**src/rtl/ghost_mode_ctrl.sv**
```systemverilog
// ghost_mode_ctrl: per-ghost direction scheduler.
//
// Sequences a ghost through SCATTER / CHASE / FRIGHT on a one-second tick and
// picks a move from the wall flags and a target point. SCATTER aims at a fixed
// corner, CHASE aims at Pac-Man, and FRIGHT scans directions from an LFSR start.
// The direction codes match the keyboard path:
// 8'h04 left, 8'h07 right, 8'h16 down, 8'h1A up, 8'h00 hold.
//
// Ports:
//   frame_clk      frame clock; all state changes on its rising edge
//   Reset          asynchronous active-high reset
//   restart        synchronous level (life lost or new level); same effect as Reset
//   sec            one-second tick; counted on its 0->1 transition
//   pellet         one-frame pulse for a power pellet
//   ghostX/ghostY  ghost centre
//   pacX/pacY      Pac-Man centre
//   mapL/R/B/T     wall flags; 0 means open in that direction
//   dircode        registered direction command to the motion block
//   mode           0 SCATTER, 1 CHASE, 2 FRIGHT
//   fright         high in FRIGHT; selects the blue sprite
//   fright_blink   (GHOST_FRIGHT_BLINK_EN only) toggles every 8 frames near FRIGHT end
//
// Optional feature macro: GHOST_FRIGHT_BLINK_EN adds the fright_blink output.
module ghost_mode_ctrl #(
  parameter int unsigned SCATTER_SECS   = 7,
  parameter int unsigned CHASE_SECS     = 20,
  parameter int unsigned FRIGHT_SECS    = 6,
  parameter int unsigned SCATTER_ROUNDS = 4,
  parameter int unsigned DECIDE_FRAMES  = 8,
  parameter int unsigned SCAT_X         = 390,
  parameter int unsigned SCAT_Y         = 7,
  parameter logic [15:0] LFSR_SEED      = 16'hACE1
) (
  input  logic       frame_clk,
  input  logic       Reset,
  input  logic       restart,
  input  logic       sec,
  input  logic       pellet,
  input  logic [9:0] ghostX,
  input  logic [9:0] ghostY,
  input  logic [9:0] pacX,
  input  logic [9:0] pacY,
  input  logic [4:0] mapL,
  input  logic [4:0] mapR,
  input  logic [4:0] mapB,
  input  logic [4:0] mapT,
  output logic [7:0] dircode,
  output logic [1:0] mode,
`ifdef GHOST_FRIGHT_BLINK_EN
  output logic       fright_blink,
`endif
  output logic       fright
);

  typedef enum logic [1:0] {
    ModeScatter = 2'd0,
    ModeChase   = 2'd1,
    ModeFright  = 2'd2
  } mode_e;

  localparam int unsigned CntW = 8;
  localparam logic [CntW-1:0] ScatterLim = CntW'(SCATTER_SECS);
  localparam logic [CntW-1:0] ChaseLim   = CntW'(CHASE_SECS);
  localparam logic [CntW-1:0] FrightLim  = CntW'(FRIGHT_SECS);
  localparam logic [CntW-1:0] RoundLim   = CntW'(SCATTER_ROUNDS);
  localparam logic [CntW-1:0] DecideLim  = CntW'(DECIDE_FRAMES - 1);
  localparam logic [9:0]      ScatX      = 10'(SCAT_X);
  localparam logic [9:0]      ScatY      = 10'(SCAT_Y);

  // Direction indices; reversing a direction is idx ^ 1.
  localparam logic [1:0] DirL = 2'd0;
  localparam logic [1:0] DirR = 2'd1;
  localparam logic [1:0] DirD = 2'd2;
  localparam logic [1:0] DirU = 2'd3;

  function automatic logic [7:0] dir_code(input logic [1:0] idx);
    logic [7:0] code;
    unique case (idx)
      DirL:    code = 8'h04;
      DirR:    code = 8'h07;
      DirD:    code = 8'h16;
      default: code = 8'h1A;
    endcase
    return code;
  endfunction

  mode_e          mode_q, mode_d, saved_mode_q, saved_mode_d;
  logic [CntW-1:0] sec_cnt_q, sec_cnt_d, saved_cnt_q, saved_cnt_d;
  logic [CntW-1:0] round_q, round_d, decide_cnt_q, decide_cnt_d, cnt_inc;
  logic [15:0]    lfsr_q, lfsr_d;
  logic [7:0]     dircode_q, dircode_d;
  logic           sec_prev_q, mode_chg_q, fright_q, sec_tick;

  assign sec_tick = sec & ~sec_prev_q;
  assign cnt_inc  = sec_cnt_q + 8'd1;
  assign lfsr_d   = {lfsr_q[14:0], lfsr_q[15] ^ lfsr_q[13] ^ lfsr_q[12] ^ lfsr_q[10]};
  assign decide_cnt_d = (decide_cnt_q == DecideLim) ? '0 : decide_cnt_q + 8'd1;

  // Mode sequencing; a pellet pre-empts a coincident tick.
  always_comb begin
    mode_d       = mode_q;
    sec_cnt_d    = sec_cnt_q;
    round_d      = round_q;
    saved_mode_d = saved_mode_q;
    saved_cnt_d  = saved_cnt_q;
    if (pellet) begin
      if (mode_q != ModeFright) begin
        saved_mode_d = mode_q;
        saved_cnt_d  = sec_cnt_q;
        mode_d       = ModeFright;
      end
      sec_cnt_d = '0;
    end else if (sec_tick) begin
      unique case (mode_q)
        ModeScatter: begin
          if (cnt_inc >= ScatterLim) begin
            mode_d    = ModeChase;
            sec_cnt_d = '0;
            round_d   = round_q + 8'd1;
          end else begin
            sec_cnt_d = cnt_inc;
          end
        end
        ModeChase: begin
          if (cnt_inc >= ChaseLim) begin
            if (round_q < RoundLim) begin
              mode_d    = ModeScatter;
              sec_cnt_d = '0;
            end else begin
              sec_cnt_d = ChaseLim; // permanent CHASE; count saturates
            end
          end else begin
            sec_cnt_d = cnt_inc;
          end
        end
        ModeFright: begin
          if (cnt_inc >= FrightLim) begin
            mode_d    = saved_mode_q;
            sec_cnt_d = saved_cnt_q;
          end else begin
            sec_cnt_d = cnt_inc;
          end
        end
        default: begin
          mode_d    = ModeScatter;
          sec_cnt_d = '0;
        end
      endcase
    end
  end

  // Direction decision.
  logic [3:0]  open_v;
  logic        cur_valid, found, new_valid, decide, prim_x;
  logic [1:0]  cur_idx, rev_idx, x_tow, y_tow, pick, new_idx;
  logic [1:0]  cand [4];
  logic [9:0]  tgt_x, tgt_y;
  logic [10:0] dx, dy, adx, ady;

  always_comb begin
    open_v = {mapT == 5'd0, mapB == 5'd0, mapR == 5'd0, mapL == 5'd0};

    cur_valid = 1'b1;
    cur_idx   = DirL;
    case (dircode_q)
      8'h04:   cur_idx = DirL;
      8'h07:   cur_idx = DirR;
      8'h16:   cur_idx = DirD;
      8'h1A:   cur_idx = DirU;
      default: cur_valid = 1'b0;
    endcase
    rev_idx = cur_idx ^ 2'd1;

    tgt_x = (mode_q == ModeChase) ? pacX : ScatX;
    tgt_y = (mode_q == ModeChase) ? pacY : ScatY;
    dx    = {1'b0, tgt_x} - {1'b0, ghostX};
    dy    = {1'b0, tgt_y} - {1'b0, ghostY};
    adx   = dx[10] ? (~dx + 11'd1) : dx;
    ady   = dy[10] ? (~dy + 11'd1) : dy;
    // Zero delta counts as toward left / up.
    x_tow  = (!dx[10] && (dx != 11'd0)) ? DirR : DirL;
    y_tow  = (!dy[10] && (dy != 11'd0)) ? DirD : DirU;
    prim_x = (adx > ady);

    if (mode_q == ModeFright) begin
      for (int k = 0; k < 4; k++) begin
        cand[k] = lfsr_q[1:0] + 2'(k);
      end
    end else if (prim_x) begin
      cand[0] = x_tow;
      cand[1] = y_tow;
      cand[2] = y_tow ^ 2'd1;
      cand[3] = x_tow ^ 2'd1;
    end else begin
      cand[0] = y_tow;
      cand[1] = x_tow;
      cand[2] = x_tow ^ 2'd1;
      cand[3] = y_tow ^ 2'd1;
    end

    found = 1'b0;
    pick  = cand[0];
    for (int k = 0; k < 4; k++) begin
      if (!found && open_v[cand[k]] && !(cur_valid && (cand[k] == rev_idx))) begin
        found = 1'b1;
        pick  = cand[k];
      end
    end

    new_valid = found;
    new_idx   = pick;
    // Reverse is the fallback when nothing else qualifies, and is forced
    // on the first decision after a mode transition.
    if ((!found || mode_chg_q) && cur_valid && open_v[rev_idx]) begin
      new_valid = 1'b1;
      new_idx   = rev_idx;
    end

    decide = (decide_cnt_q == DecideLim) || !cur_valid ||
             (cur_valid && !open_v[cur_idx]) || mode_chg_q;

    dircode_d = dircode_q;
    if (decide) begin
      dircode_d = new_valid ? dir_code(new_idx) : 8'h00;
    end
  end

  always_ff @(posedge frame_clk or posedge Reset) begin
    if (Reset) begin
      mode_q       <= ModeScatter;
      saved_mode_q <= ModeScatter;
      sec_cnt_q    <= '0;
      saved_cnt_q  <= '0;
      round_q      <= '0;
      decide_cnt_q <= '0;
      lfsr_q       <= LFSR_SEED;
      dircode_q    <= 8'h00;
      sec_prev_q   <= 1'b0;
      mode_chg_q   <= 1'b0;
      fright_q     <= 1'b0;
    end else if (restart) begin
      mode_q       <= ModeScatter;
      saved_mode_q <= ModeScatter;
      sec_cnt_q    <= '0;
      saved_cnt_q  <= '0;
      round_q      <= '0;
      decide_cnt_q <= '0;
      lfsr_q       <= LFSR_SEED;
      dircode_q    <= 8'h00;
      sec_prev_q   <= sec; // a level held through restart is not a new tick
      mode_chg_q   <= 1'b0;
      fright_q     <= 1'b0;
    end else begin
      mode_q       <= mode_d;
      saved_mode_q <= saved_mode_d;
      sec_cnt_q    <= sec_cnt_d;
      saved_cnt_q  <= saved_cnt_d;
      round_q      <= round_d;
      decide_cnt_q <= decide_cnt_d;
      lfsr_q       <= lfsr_d;
      dircode_q    <= dircode_d;
      sec_prev_q   <= sec;
      mode_chg_q   <= (mode_d != mode_q);
      fright_q     <= (mode_d == ModeFright);
    end
  end

  assign dircode = dircode_q;
  assign mode    = mode_q;
  assign fright  = fright_q;

`ifdef GHOST_FRIGHT_BLINK_EN
  localparam logic [CntW-1:0] BlinkStart = (FRIGHT_SECS >= 2) ? CntW'(FRIGHT_SECS - 2) : '0;

  logic       blink_q, blink_win;
  logic [2:0] blink_cnt_q;

  assign blink_win = (mode_q == ModeFright) && (sec_cnt_q >= BlinkStart);

  always_ff @(posedge frame_clk or posedge Reset) begin
    if (Reset) begin
      blink_q     <= 1'b0;
      blink_cnt_q <= 3'd0;
    end else if (restart || !blink_win) begin
      blink_q     <= 1'b0;
      blink_cnt_q <= 3'd0;
    end else begin
      blink_cnt_q <= blink_cnt_q + 3'd1;
      if (blink_cnt_q == 3'd7) begin
        blink_q <= ~blink_q;
      end
    end
  end

  assign fright_blink = blink_q;
`endif

endmodule
```
**config.mk**
```make
export PLATFORM = sky130hd
export DESIGN_NAME = ghost_mode_ctrl
export DESIGN_NICKNAME = d
export VERILOG_FILES = /design/src/rtl/ghost_mode_ctrl.sv
export SDC_FILE = /design/constraint.sdc
export NUM_CORES = 1
export LEC_CHECK = 0
export BUFFER_PORTS_ARGS = -buffer_cell sky130_fd_sc_hd__buf_4
export CAP_MARGIN = 5
export CORE_MARGIN = 2
export CORE_UTILIZATION = 58
export CTS_BUF_LIST = sky130_fd_sc_hd__clkbuf_16
export CTS_CLUSTER_DIAMETER = 60
export CTS_CLUSTER_SIZE = 12
export DETAILED_ROUTE_END_ITERATION = 8
export PLACE_DENSITY_LB_ADDON = 0.08
export SYNTH_ARGS = -nofsm -noshare
export SYNTH_HDL_FRONTEND = slang
export SYNTH_SLANG_ARGS = --single-unit
```
**constraint.sdc**
```tcl
create_clock -name frame_clk -period 8.7 [get_ports frame_clk]
set_input_delay 1.74 -clock frame_clk [delete_from_list [all_inputs] [get_ports frame_clk]]
set_output_delay 1.74 -clock frame_clk [all_outputs]
set_load 0.01 [all_outputs]
```
==> impl_metrics.tcl <==
set metrics [dict create \
    status "finished clean" \
    grt_setup_unrepaired "no" \
    intPower_w 0.000608 \
    dieHeight_um 99.2 \
    fmaxAchievable_ghz 0.137 \
    synth_common_cells "64 x nor2_1, 63 x nand2_1, 52 x dfrtp_1, 39 x a21oi_1, 39 x ha_1" \
    core-area_mm2 0.00876 \
    path_clk_slew_ps 50 \
    antenna_found_initial 0 \
    post-synth-top-count-cell "nor2_1" \
    hp-class "flip-flop to flip-flop" \
    seq_area_mm2 0.00151 \
    hold_violations 0 \
    syn_inst 634 \
    slowest_delay_ps 550 \
    yosysSeqAreaShare 0.288 \
    first_global_vias 4565 \
    worstRegToRegCells 25 \
    synthFlopType "dfrtp_1" \
    maxCapViolations 0 \
    diodes 0 \
    dp_hpwl_um 8880 \
    timing.setup.tns_ps 0 \
    cts_setup_buffers 0 \
    clock_sinks 60 \
    fin_nets 807 \
    path_cells "buf_4 > nor2_1 > ha_1 > fa_1 > nand2b_1 > a21oi_1 > nor4_1 > a311oi_1 > and4_4 > nor2_1 > xnor2_1 > ha_1 > a21oi_1 > o21ai_0 > nor4_1 > nor3_1 > nor2_2 > mux2_2 > a211oi_1 > o21ai_0 > o211a_1 > or4_4 > mux2i_1 > o211ai_1" \
    vdd_drop_max_v 0.000125 \
    drive_above_1_share 0.193 \
    fillCellCount 718 \
    setup.worst_path.start_class "input pin" \
    cts_resized 0 \
    fin_crit_ps 7300 \
    crit_fanout 10 \
    swShare 0.314 \
    hold_depth 1 \
    layout_setup_ws_ps 1400 \
    grt_usage 0.239 \
    syn_to_final_growth_pct 16.5 \
    pre_cts_ws_ps 1160 \
    grt_max_degree 61 \
    multiInputGateArea_mm2 0.00354 \
    globalplace.congestion 0.899 \
    cts_buffer_depth 2 \
    clock_latency_ps 320 \
    wl_um 11800 \
    numCtsBuffers 9 \
    dr.pass1.iters 5 \
    via_per_inst 5.87 \
    p_comb_frac 0.316 \
    portBuffers 72 \
    cp-end-kind "flip-flop" \
    met2_length_um 5600 \
    clock_tree.root_cell "clkbuf_16" \
    dieArea_mm2 0.00984 \
    synth_top_area_frac 0.248 \
    wl_met3_um 761 \
    m1WireLength_um 5430 \
    detail-route-antenna-nets 0 \
    fin_cells 814 \
    drc_errors 0 \
    top_layer_used "met4" \
    p_leak_nw 2.88 \
    yosysWarningCount 0 \
    p_switching_w 0.000279 \
    dp_cells 798 \
    initial_utilization 0.600 \
    pwr-share-clk 0.343 \
    syn-mean-instance-area_um2 8.29 \
    wl_per_cell_um 14.5 \
    syn-cell-area_mm2 0.00525 \
    grt_overflow 0 \
    post-route-period-util 0.839 \
    slew_headroom 0.441 \
    synth-edff-count 0 \
    fin_skew_ps 7.34 \
    crit_required_ps 8880 \
    pwr-share-seq 0.341 \
    tightest_slew_ps 833 \
    ios 76 \
    drt_iter0_markers 249 \
    hold_buffers 0 \
    synthTopCellsByArea "dfrtp_1 25%, ha_1 9.3%, xor2_1 5.0%" \
    slowest_stage "or4_4" \
    yosys.area.top_type "dfrtp_1" \
    vias 4779 \
    ctsHtreeMaxLevel 3 \
    async_flop_share 1.00 \
    fp.dieW_um 99.2 \
    ys_types 77 \
    grt_pass1_wl_um 19800 \
    power.density_mw_per_mm2 145 \
    arrival_ps 7480 \
    rows 34 \
    cts_tree "built" \
    criticalPathCategory "input pin to flip-flop" \
    synth-seq-cells 60 \
    setup_viol 0 \
    drv_slew 0 \
]
state kept, by name, summed over array words and instances, names as in the netlist:
| register | cells |
|---|---|
| decide_cnt_q | 8 |
| dircode | 5 |
| fright | 1 |
| lfsr_q | 16 |
| mode | 2 |
| mode_chg_q | 1 |
| round_q | 8 |
| saved_cnt_q | 8 |
| saved_mode_q | 2 |
| sec_cnt_q | 8 |
| sec_prev_q | 1 |
power by group through the flow:
stage / logic, W / registers (W) / clock network, W
global route: 0.000311 / 0.000304 / 0.000325
detailed placement: 0.000277 / 0.000306 / 0
finish: 0.000281 / 0.000302 / 0.000305
global placement: 0.000267 / 0.000306 / 0
CTS: 0.000279 / 0.000302 / 0.000311
floorplan: 0.000212 / 0.000303 / 0
final cells by class:
| class | instances | share of cell area |
|---|---|---|
| sequential | 60 | 0.247 |
| clock inverter | 7 | 0.00593 |
| timing repair buffer | 75 | 0.0920 |
| multi-input combinational | 526 | 0.579 |
| inverter | 29 | 0.0178 |
| clock buffer | 9 | 0.0368 |
| tap | 108 | 0.0221 |
critical path, delay by kind of cell:
family / cells / cell delay, ps
buffers and inverters: 1 / 80
XOR/XNOR: 1 / 150
AND/OR/NAND/NOR: 9 / 2300
AO/OA/AOI/OAI: 8 / 1660
adder cells (fa/ha/maj): 3 / 940
multiplexers: 2 / 600
logic make-up after synthesis:
family / after synthesis / share of synthesized area
DFF: 60 / 0.288
buffers and inverters: 50 / 0.0395
other: 1 / 0.000714
and+or+nand+nor: 275 / 0.270
adders and majority gates: 41 / 0.101
muxes: 18 / 0.0376
xor gates and xnor gates: 51 / 0.0850
AOI/OAI and AO/OA: 138 / 0.179
final timing paths:
kind,startpoint,end,slack [ps]
worst max-delay path,pacY[0],dircode[1],1400
worst min-delay path,lfsr_q[4],lfsr_q[5],430
worst max register to register,mode[0],dircode[1],1910
worst min register to register,lfsr_q[4],lfsr_q[5],430
max in group asynchronous,Reset,lfsr_q[9],6600
min in group asynchronous,Reset,saved_mode_q[0],1630
per-layer routing:
layer / vias to the layer above / global-route usage
met5: - / 0
li1: 2373 / -
met4: 0 / 0.0390
met1: 2235 / 0.320
met2: 169 / 0.413
met3: 2 / 0.0464
metrics by stage:
step | util | hold WS [ps] | power (W) | cell area [um2]
CTS | 0.699 | 439 | 0.000892 | 6120
global route | 0.699 | 453 | 0.000939 | 6120
detailed placement | 0.669 | 424 | 0.000583 | 5860
finish | 0.699 | 433 | 0.000887 | 6120
floorplan | - | 410 | 0.000515 | 5260
global placement | 0.669 | 419 | 0.000573 | 5860
cells in the final DEF, fill, tap and decap left out, drive strengths merged, types with 3 or more instances in the layout:
master  instances
ha             39
a211oi          8
a211o           3
buf            75
o21bai          3
xor2           30
o211ai          4
or2             8
a21oi          43
and3            6
dfrtp          52
nand3          30
o31ai           5
nor4            9
clkinv          3
clkbuf          9
nor2           65
nor2b          14
nand2          63
a31oi           4
mux2i          13
mux2            5
nand4           4
o21a            5
or4             7
nor3           17
nor3b           3
conb            3
o21ai          30
xnor2          21
a21o            6
and2           14
nand3b          5
dfstp           8
nand2b         22
inv            31
Power figures use the tool's default switching activity.
